`config.mk`:
```
export PLATFORM = sky130hd
export DESIGN_NAME = instruction_fetch
export DESIGN_NICKNAME = d
export VERILOG_FILES = /design/src/rtl/instruction_fetch_pkg.sv /design/src/rtl/instruction_fetch.sv
export SDC_FILE = /design/constraint.sdc
export NUM_CORES = 1
export LEC_CHECK = 0
export CAP_MARGIN = 10
export CORE_ASPECT_RATIO = 0.9
export CORE_MARGIN = 10
export CORE_UTILIZATION = 45
export DETAILED_ROUTE_END_ITERATION = 8
export PLACE_DENSITY = 0.85
export SLEW_MARGIN = 20
export SYNTH_ARGS = -nofsm -noshare
export SYNTH_HDL_FRONTEND = slang
export SYNTH_SLANG_ARGS = --single-unit
```
`constraint.sdc`:
```
create_clock -name Clock -period 3 [get_ports Clock]
set_input_delay 0.6 -clock Clock [delete_from_list [all_inputs] [get_ports Clock]]
set_output_delay 0.6 -clock Clock [all_outputs]
set_load 0.005 [all_outputs]
```
`src/rtl/instruction_fetch_pkg.sv`:
```
// -----------------------------------------------------------------------------
// instruction_fetch_pkg
// Shared definitions for the instruction fetch stage: the instruction word
// width, the NOP word loaded on reset/flush, and the fetch FSM encoding.
// -----------------------------------------------------------------------------
package instruction_fetch_pkg;

  localparam int WORD_W = 16;

  localparam logic [WORD_W-1:0] NOP_WORD = 16'h0000;

  typedef enum logic [1:0] {
    IDLE    = 2'd0,
    ISSUE   = 2'd1,
    CAPTURE = 2'd2,
    HOLD    = 2'd3
  } fetch_state_e;

endpackage

```
`src/rtl/instruction_fetch.sv`:
```
// -----------------------------------------------------------------------------
// instruction_fetch
// Three-cycle fetch engine in front of a synchronous instruction RAM:
// ISSUE drives the read, CAPTURE latches the returned word one cycle later
// and asks the PC to advance, HOLD presents the word until decode takes it.
//
// Ports
//   Clock        sole clock, rising edge
//   Reset        asynchronous, active-low reset
//   PC           current program counter (owned and wrapped outside)
//   MemAddr      instruction RAM read address
//   MemRead      instruction RAM read strobe
//   MemData      RAM read data, valid the cycle after the MemRead edge
//   Stall        decode not ready; keep presenting the current word
//   Flush        branch/jump taken; drop current and in-flight word
//   Instruction  registered instruction word
//   InstrPC      registered address of Instruction
//   InstrValid   Instruction is valid and not yet consumed
//   increment    one-cycle PC advance request
//   PCStep       PC advance amount (constant STEP)
// -----------------------------------------------------------------------------
module instruction_fetch
  import instruction_fetch_pkg::*;
#(
  parameter logic [7:0]        STEP = 8'h01,
  parameter logic [WORD_W-1:0] NOP  = NOP_WORD
) (
  input  logic              Clock,
  input  logic              Reset,
  input  logic [WORD_W-1:0] PC,
  output logic [WORD_W-1:0] MemAddr,
  output logic              MemRead,
  input  logic [WORD_W-1:0] MemData,
  input  logic              Stall,
  input  logic              Flush,
  output logic [WORD_W-1:0] Instruction,
  output logic [WORD_W-1:0] InstrPC,
  output logic              InstrValid,
  output logic              increment,
  output logic [7:0]        PCStep
);

  fetch_state_e      state_r;
  logic [WORD_W-1:0] instr_r;
  logic [WORD_W-1:0] instr_pc_r;
  logic              instr_valid_r;
  logic [WORD_W-1:0] last_addr_r;

  logic [WORD_W-1:0] mem_addr_s;
  logic              mem_read_s;
  logic              increment_s;

  // Fetch FSM and instruction/address registers.
  always_ff @(posedge Clock or negedge Reset) begin
    if (!Reset) begin
      state_r       <= IDLE;
      instr_r       <= NOP;
      instr_pc_r    <= 16'h0000;
      instr_valid_r <= 1'b0;
      last_addr_r   <= 16'h0000;
    end else begin
      case (state_r)
        IDLE: begin
          // Flush has nothing to discard here, so it is ignored.
          state_r <= ISSUE;
        end
        ISSUE: begin
          last_addr_r <= PC;
          if (Flush) begin
            state_r <= ISSUE;
          end else begin
            state_r <= CAPTURE;
          end
        end
        CAPTURE: begin
          if (Flush) begin
            // In-flight word is dropped; the previous Instruction stays.
            instr_valid_r <= 1'b0;
            state_r       <= ISSUE;
          end else begin
            // PC still holds the issued address: it advances at this edge.
            instr_r       <= MemData;
            instr_pc_r    <= PC;
            instr_valid_r <= 1'b1;
            state_r       <= HOLD;
          end
        end
        HOLD: begin
          if (Flush) begin
            // Flush wins over Stall.
            instr_valid_r <= 1'b0;
            instr_r       <= NOP;
            state_r       <= ISSUE;
          end else if (!Stall) begin
            instr_valid_r <= 1'b0;
            state_r       <= ISSUE;
          end else begin
            state_r <= HOLD;
          end
        end
        default: begin
          instr_valid_r <= 1'b0;
          state_r       <= IDLE;
        end
      endcase
    end
  end

  // Memory strobes and PC advance request decoded from the current state.
  always_comb begin
    mem_addr_s  = last_addr_r;
    mem_read_s  = 1'b0;
    increment_s = 1'b0;
    case (state_r)
      ISSUE: begin
        mem_addr_s = PC;
        mem_read_s = 1'b1;
      end
      CAPTURE: begin
        if (Flush) begin
          increment_s = 1'b0;
        end else begin
          increment_s = 1'b1;
        end
      end
      IDLE: begin
        mem_read_s = 1'b0;
      end
      HOLD: begin
        mem_read_s = 1'b0;
      end
      default: begin
        mem_read_s  = 1'b0;
        increment_s = 1'b0;
      end
    endcase
  end

  assign MemAddr     = mem_addr_s;
  assign MemRead     = mem_read_s;
  assign increment   = increment_s;
  assign Instruction = instr_r;
  assign InstrPC     = instr_pc_r;
  assign InstrValid  = instr_valid_r;
  assign PCStep      = STEP;

endmodule

```
==> results of run 1 <==
## synthesized netlist by cell type, types with 2 or more instances
master     instances  area, sq um
mux2_4             9          135
buf_4              9         67.6
conb_1             2         7.51
clkbuf_1           3         11.3
o2bb2ai_1         16          140
dfrtp_1           51         1280
a22oi_1           17          128
buf_6              2         22.5
nor2_1             2         7.51
mux2_2            23          259
buf_2              4         20.0
inv_1              3         11.3
## where the power goes
group          total (mW)  internal [mW]  leakage, nW  switching (mW)
combinational       0.723          0.492        0.629           0.230
clock               0.468          0.248       0.0581           0.220
sequential          0.948          0.853        0.629          0.0947
total                2.14           1.59         1.32           0.545
## through the flow
step	worst slack, ns	hold slack, ns	std cells
floorplan	1.14	0.304	156
global placement	0.538	0.476	292
detailed placement	0.468	0.485	292
CTS	0.350	0.312	300
global route	0.278	0.320	300
finish	0.376	0.299	300
## sequential cells by signal (all words and copies together), names as in the netlist
signal	count
Instruction	16
InstrValid	1
InstrPC	16
last_addr_r	16
state_r	2
## cell families after synthesis
logic type / count (synthesis) / synth area share
multiplexers: 32 / 0.182
buffers and inverters: 22 / 0.0706
AO/OA/AOI/OAI: 35 / 0.129
other: 2 / 0.00348
flip-flops: 51 / 0.591
AND/OR/NAND/NOR: 8 / 0.0237
## worst max-delay path by stage
stage	to	slack (ns)
after floorplan	MemAddr[10]	1.14
after global placement	Instruction[9]	0.54
after detailed placement	Instruction[13]	0.47
after CTS	MemAddr[8]	0.35
after global routing	MemAddr[10]	0.28
final	MemAddr[8]	0.38
## critical path: stages (launching register included)
cell and delay [ns]:
dfrtp_1 0.37, buf_4 0.20, nand2b_1 0.11, buf_4 0.21, mux2_2 0.36, clkdlybuf4s50_1 0.47
## final cells by class
cell class,instances,area share
sequential,51,0.406
timing repair buffer,93,0.289
multi-input combinational,83,0.241
tap,62,0.0247
clock buffer,5,0.0219
clock inverter,3,0.0139
inverter,3,0.00358
## layer usage
layer  up-vias  GRT usage  share of wire
li1        705          -              -
met1       771      0.167           0.43
met5         -          0              0
met4         0     0.0210         0.0049
met2        59      0.238           0.50
met3         5     0.0549          0.073
==> flow_summary.toml, run 1 <==
[status]
outcome = "finished, final reports clean"

[cells_and_area]
diodes = 0
fill_cells = 370
multi_input_area_sq_um = 758
finish.instance_area_sq_um = 3140
regArea_sq_um = 1280
nets = 273
layout.cells.most_common = "clkdlybuf4s50_1"
fin_util = 0.692
drive_gt1_frac = 0.218
layout_common_cells = "85 x clkdlybuf4s50_1, 51 x dfrtp_1, 23 x mux2_2"
syn_to_final_growth_pct = 45.5

[floorplanning]
start_util = 0.475
die_w_um = 93.0
ios = 95
rows = 23
die_height_um = 85.7
die_area_sq_um = 7980
core_sq_um = 4550

[timing]
tightest_slew_ns = 0.727
rsz0062_at_grt = "false"
relSlewSlack = 0.515
setup_tns_ns = 0
hold_viol = 0
skew_ns = 0.00837
layout_min_cycle_time_ns = 2.62
setup_viol = 0
period_share = 0.875
fmax_ghz = 0.381
finalMaxSlewViolations = 0

[power_and_ir_drop]
p_leak_nw = 1.32
ir_drop_mv = 0.367
p_per_area_nw_per_um2 = 680
p_total_mw = 2.14

[synthesis]
synth-seq-cells = 51
synth-edff-count = 0
ys.flop_type = "dfrtp_1"
syn_avg_cell_area_sq_um = 14.4
synth_area_sq_um = 2160
async_reset_ff_frac = 1.00
ys_seq_area_frac = 0.591
syn_inst = 150
yosys_warnings = 0
ys_types = 21

[clock_network]
clock_path_buffers = 2
numCtsBuffers = 5
cts_hold_buffers = 0
cts-root-buf = "clkbuf_8"
post_cts_buffers = 0
clkSinkCount = 51
htree_levels = 2
cts_tree = "built"
clk_latency_ns = 0.30
cts_resized = 0
cts.clk_slew.worst_paths_ns = 0.10

[global_routing]
grt_max_degree = 27
grt_overflow = 0
grt_pass1_wl_um = 9100
antenna_found_initial = 0
first_global_vias = 1661
grt_use_total = 0.140

[route]
vias_per_cell = 5.13
drtIter0Drc = 89
drtPass1Iterations = 6
drc_errors = 0
vias = 1540
wl_per_cell_um = 19.2
drtAntennaViolNets = 0
wl_um = 5750

[setup_path]
r2r_start = "state_r[0]"
r2r_setup_slack_ns = 1.37
cp-end-kind = "output port"
cp_max_fo = 20
rr_endpoint = "InstrPC[2]"
startpoint = "state_r[0]"
critPathRequiredTime_ns = 2.40
worst_r2r_path_depth = 5
path_class = "flip-flop to output port"
worstPathArrival_ns = 2.02
start_kind = "flip-flop"

[run]
maxCapViolCount = 0

[placed_design]
place_area_sq_um = 3030
dp_hpwl_um = 4390
numPortBuffers = 86
gp_congestion = 0.731

[hold_path]
hold_class = "input pin to async pin"
(Power assumes the default switching activity.)
==> inputs of run 2 (changes only) <==
--- a/config.mk
+++ b/config.mk
@@ -5,10 +5,11 @@
 export SDC_FILE = /design/constraint.sdc
 export NUM_CORES = 1
 export LEC_CHECK = 0
+export ABC_AREA = 1
 export CAP_MARGIN = 10
 export CORE_ASPECT_RATIO = 0.9
 export CORE_MARGIN = 10
-export CORE_UTILIZATION = 45
+export CORE_UTILIZATION = 44
 export DETAILED_ROUTE_END_ITERATION = 8
 export PLACE_DENSITY = 0.85
 export SLEW_MARGIN = 20
==> run 2 against run 1 <==
  * Worst setup slack worse by 0.10 ns
  * Utilization fell by 2.3 points
  * Final cell count is 20% higher
  * Global-route usage shrank 0.30 points
  * Sequential share of layout area grew 2.2 points
  * Critical endpoint is now MemAddr[2]
==> flow_summary.toml, run 2 <==
[route]
wl_per_cell_um = 14.7
wl_um = 5290
drtAntennaViolNets = 0
drtIter0Drc = 78
drc_errors = 0
vias_per_cell = 4.48
vias = 1612
drtPass1Iterations = 4

[synthesis]
synth_top_area_frac = 0.625
syn_avg_cell_area_sq_um = 9.54
yosys-top-cells-count = "68 x nand2_1, 51 x dfrtp_1, 19 x inv_1"
synth-seq-cells = 51
synth-edff-count = 0
synth_area_sq_um = 2040
async_reset_ff_frac = 1.00
ys.flop_type = "dfrtp_1"
ys_seq_area_frac = 0.625
synth_area_leaders = "dfrtp_1 63%, nand2_1 13%, buf_4 4.4%"
yosysMostFrequentCell = "nand2_1"
syn_inst = 214
ys_types = 16
yosys_warnings = 0
yosys.area.top_type = "dfrtp_1"

[power_and_ir_drop]
ir_drop_mv = 0.494
p_seq_frac = 0.435
p_leak_nw = 1.45
internal_power_mw = 1.74
swShare = 0.300
clkPwrFrac = 0.158
switchingPower_mw = 0.749
power_frac_comb = 0.407
p_per_area_nw_per_um2 = 836

[setup_path]
worstPathArrival_ns = 2.12
path_class = "flip-flop to output port"
max_stage_delay_ns = 0.57
critPathSlowestCell = "clkdlybuf4s50_1"
cp-end-kind = "output port"
critPathRequiredTime_ns = 2.40
cp_max_fo = 33
path_cells = "inv_1 -> nand2_2 -> o21ai_0 -> clkdlybuf4s50_1"
start_kind = "flip-flop"

[global_routing]
grt_max_degree = 51
first_global_vias = 1631
grt_overflow = 0
antenna_found_initial = 0
grt_use_total = 0.137
grt_pass1_wl_um = 8580

[placed_design]
gp_congestion = 0.757
place_area_sq_um = 2890
dp_hpwl_um = 4000
numPortBuffers = 86

[timing]
period_share = 0.908
rsz0062_at_grt = "false"
hold_viol = 0
layout_min_cycle_time_ns = 2.72
setup_viol = 0
skew_ns = 0.00397
relSlewSlack = 0.643
finalMaxSlewViolations = 0
fmax_ghz = 0.367
tightest_slew_ns = 0.534
setup_tns_ns = 0

[floorplanning]
die_height_um = 84.6
die_w_um = 91.8
core_sq_um = 4460
rows = 23
die_area_sq_um = 7770
start_util = 0.458
ios = 95

[status]
outcome = "finished, final reports clean"

[clock_network]
post_cts_buffers = 0
cts.clk_slew.worst_paths_ns = 0.09
cts-root-buf = "clkbuf_8"
cts_resized = 0
clkSinkCount = 51
clock_path_buffers = 2
clk_latency_ns = 0.30
htree_levels = 2
cts_hold_buffers = 0
cts_tree = "built"
numCtsBuffers = 5

[cells_and_area]
syn_to_final_growth_pct = 46.0
layout.cells.most_common = "clkdlybuf4s50_1"
layout_common_cells = "85 x clkdlybuf4s50_1, 68 x nand2_1, 51 x dfrtp_1"
drive_gt1_frac = 0.0570
diodes = 0
finish.instance_area_sq_um = 2980
nets = 334

[hold_path]
hold_class = "input pin to async pin"

[run]
maxCapViolCount = 0
-- run 2: cell count changes after synthesis, sizes merged, moves of 2 or more --
cell     previous run  this run
o21ai               1        32
nor2                2         0
nand2               1        69
a22oi              17         0
nand3               0        20
clkbuf              3         0
o2bb2ai            16         0
buf                16        18
mux2               32         0
inv                 3        21
-- run 2: path summary, 6_finish.rpt --
kind	from	to	slack (ns)	cells after the start
setup / recovery	state_r[1]	MemAddr[2]	0.28	4
hold / removal	Reset	InstrPC[11]	0.27	1
setup reg to reg	state_r[1]	state_r[1]	1.59	5
hold reg to reg	InstrValid	InstrValid	0.49	2
max in group asynchronous	Reset	last_addr_r[5]	2.10	2
min in group Clock	InstrValid	InstrValid	0.49	2
-- run 2: power groups by stage --
stage / logic (mW) / clock network (mW) / registers (mW)
2_1_floorplan: 0.340 / 0 / 1.10
3_3_place_gp: 1.02 / 0 / 1.08
3_5_place_dp: 1.04 / 0 / 1.10
4_1_cts: 1.04 / 0.407 / 1.08
5_1_grt: 1.12 / 0.434 / 1.12
6_report: 1.01 / 0.395 / 1.08
-- run 2: cell type report --
class	instances	area [sq um]
Fill cell	390	1480
Sequential cell	51	1280
Timing Repair Buffer	89	878
Multi-Input combinational cell	130	581
Clock buffer	6	82.6
Inverter	21	81.3
Tap cell	62	77.6
Clock inverter	1	5.00
-- run 2: critical path: cells and delay by family, from the launching register on --
| family | cells | cell delay, ns |
|---|---|---|
| AND/OR/NAND/NOR | 1 | 0.31 |
| flip-flops | 1 | 0.47 |
| buffers and inverters | 2 | 0.67 |
| AO/OA/AOI/OAI | 1 | 0.37 |
-- run 2: kinds of logic (layout without fill, tap and decap cells) --
logic type / count (synthesis) / in the layout / synth area share
AO/OA/AOI/OAI: 32 / 32 / 0.0784
flip-flops: 51 / 51 / 0.625
buffers and inverters: 39 / 117 / 0.102
other: 2 / 8 / 0.00368
AND/OR/NAND/NOR: 90 / 90 / 0.191
-- run 2: metal layers --
layer,track usage,vias to the layer above,routed length (um)
met2,0.235,43,2700
met5,0,-,0
met4,0.0602,0,115
met3,0.0445,9,314
met1,0.153,744,2170
li1,-,816,-
-- run 2: per-stage QoR --
step / utilization / setup slack [ns] / hold WS [ns] / power (mW) / instances
finish: 0.668 / 0.276 / 0.266 / 2.49 / 360
global route: 0.668 / 0.0579 / 0.299 / 2.67 / 360
CTS: 0.668 / 0.257 / 0.279 / 2.53 / 360
floorplan: - / 1.37 / 0.304 / 1.44 / 220
detailed placement: 0.649 / 0.405 / 0.466 / 2.14 / 353
global placement: 0.649 / 0.436 / 0.458 / 2.11 / 353
==> inputs of run 3 (changes only) <==
--- a/config.mk
+++ b/config.mk
@@ -9,9 +9,10 @@
 export CAP_MARGIN = 10
 export CORE_ASPECT_RATIO = 0.9
 export CORE_MARGIN = 10
-export CORE_UTILIZATION = 44
+export CORE_UTILIZATION = 45
+export CTS_BUF_LIST = sky130_fd_sc_hd__clkbuf_8
 export DETAILED_ROUTE_END_ITERATION = 8
-export PLACE_DENSITY = 0.85
+export PLACE_DENSITY = 0.87
 export SLEW_MARGIN = 20
 export SYNTH_ARGS = -nofsm -noshare
 export SYNTH_HDL_FRONTEND = slang
==> constraint.sdc (replaced) <==
create_clock -name Clock -period 3.5 [get_ports Clock]
set_input_delay 0.7 -clock Clock [delete_from_list [all_inputs] [get_ports Clock]]
set_output_delay 0.7 -clock Clock [all_outputs]
set_load 0.005 [all_outputs]
==> run 3 against run 2 <==
  * Sequential cell count stayed put
  * Largest power group unchanged
  * Register-to-register slack improved by 0.49 ns
  * Routed wire length hardly changed
==> flow_summary.toml, run 3 (synthesis results as in run 2) <==
[clock_network]
clock_path_buffers = 2
clk_latency_ns = 0.30
cts_tree = "built"
cts_hold_buffers = 0
cts_resized = 0
cts-root-buf = "clkbuf_8"
numCtsBuffers = 5
post_cts_buffers = 0
clkSinkCount = 51
cts.clk_slew.worst_paths_ns = 0.09
htree_levels = 2

[global_routing]
gr-usage-met1 = 0.160
grt_overflow = 0
grt_pass1_wl_um = 8740
grt_max_degree = 52
met3_usage = 0.0477
first_global_vias = 1614
grt_use_total = 0.140
antenna_found_initial = 0
busiest_layer = "met2"
grtUsageMet2 = 0.237

[power_and_ir_drop]
ir_drop_mv = 0.378
p_per_area_nw_per_um2 = 720
p_leak_nw = 1.44
p_total_mw = 2.14

[route]
vias = 1614
vias_per_cell = 4.51
drc_errors = 0
drtAntennaViolNets = 0
wl_um = 5290
wl_per_cell_um = 14.8
drtIter0Drc = 130
drtPass1Iterations = 4

[hold_path]
hold_class = "input pin to async pin"

[floorplanning]
start_util = 0.461
rows = 23
die_area_sq_um = 7640
core_sq_um = 4430
die_height_um = 83.9
die_w_um = 91.0
ios = 95

[cells_and_area]
final_cell_count_no_fill = 358
diodes = 0
fin_util = 0.670
layout.cells.most_common = "clkdlybuf4s50_1"
layout_common_cells = "85 x clkdlybuf4s50_1, 68 x nand2_1, 51 x dfrtp_1"
nets = 332
finish.instance_area_sq_um = 2970
drive_gt1_frac = 0.0507
syn_to_final_growth_pct = 45.4

[setup_path]
worstPathArrival_ns = 2.16
critPathRequiredTime_ns = 2.80
r2r_start = "state_r[1]"
cp_max_fo = 33
path_class = "flip-flop to output port"
cp-end-kind = "output port"
start_kind = "flip-flop"
worst_r2r_path_depth = 5
r2r_setup_slack_ns = 2.08
rr_endpoint = "state_r[1]"

[timing]
finalMaxSlewViolations = 0
layout_min_cycle_time_ns = 2.86
tightest_slew_ns = 0.635
fmax_ghz = 0.350
relSlewSlack = 0.577
period_share = 0.817
setup_viol = 0
rsz0062_at_grt = "false"
hold_viol = 0
setup_tns_ns = 0
skew_ns = 0.00820

[placed_design]
placed_cells = 351
dp_hpwl_um = 3920
place_area_sq_um = 2880
numPortBuffers = 86
gp_congestion = 0.793

[status]
outcome = "finished, final reports clean"

[run]
maxCapViolCount = 0
## run 3: changes by cell type in the layout (fill, tap and decap cells not counted)
cell / previous run / this run
buf_2: 1 / 0
buf_4: 3 / 2
## run 3: through the flow
step	hold WS, ns	setup WS [ns]
after global routing	0.458	0.441
after global placement	0.455	0.738
after floorplan	0.404	1.67
after detailed placement	0.462	0.709
after CTS	0.443	0.609
final	0.420	0.642
## run 3: layout make-up
type / count / area, sq um
Fill cell: 382 / 1460
Sequential cell: 51 / 1280
Timing Repair Buffer: 87 / 866
Multi-Input combinational cell: 130 / 581
Clock buffer: 6 / 82.6
Inverter: 21 / 81.3
Tap cell: 62 / 77.6
Clock inverter: 1 / 5.00
## run 3: layer usage
layer,share of wire,vias to the layer above
li1,-,821
met1,0.40,739
met2,0.52,46
met3,0.067,8
met4,0.018,0
met5,0,-
## run 3: power breakdown
| part | switching, mW | internal [mW] | total (mW) |
|---|---|---|---|
| Combinational | 0.351 | 0.519 | 0.869 |
| Sequential | 0.110 | 0.819 | 0.930 |
| Clock | 0.184 | 0.155 | 0.339 |
| Total | 0.645 | 1.49 | 2.14 |
## run 3: worst max-delay path, stage by stage (launching register included)
cell             delay, ns
dfrtp_1               0.47
inv_1                 0.10
nand2_2               0.31
o21ai_0               0.40
clkdlybuf4s50_1       0.57
## run 3: worst max-delay path by stage
stage / start / end / cells past startpoint
final: state_r[1] / MemAddr[11] / 4
after floorplan: Flush / increment / 4
after global routing: state_r[1] / MemAddr[0] / 4
after CTS: state_r[1] / MemAddr[7] / 4
after detailed placement: Flush / increment / 5
after global placement: Flush / increment / 5
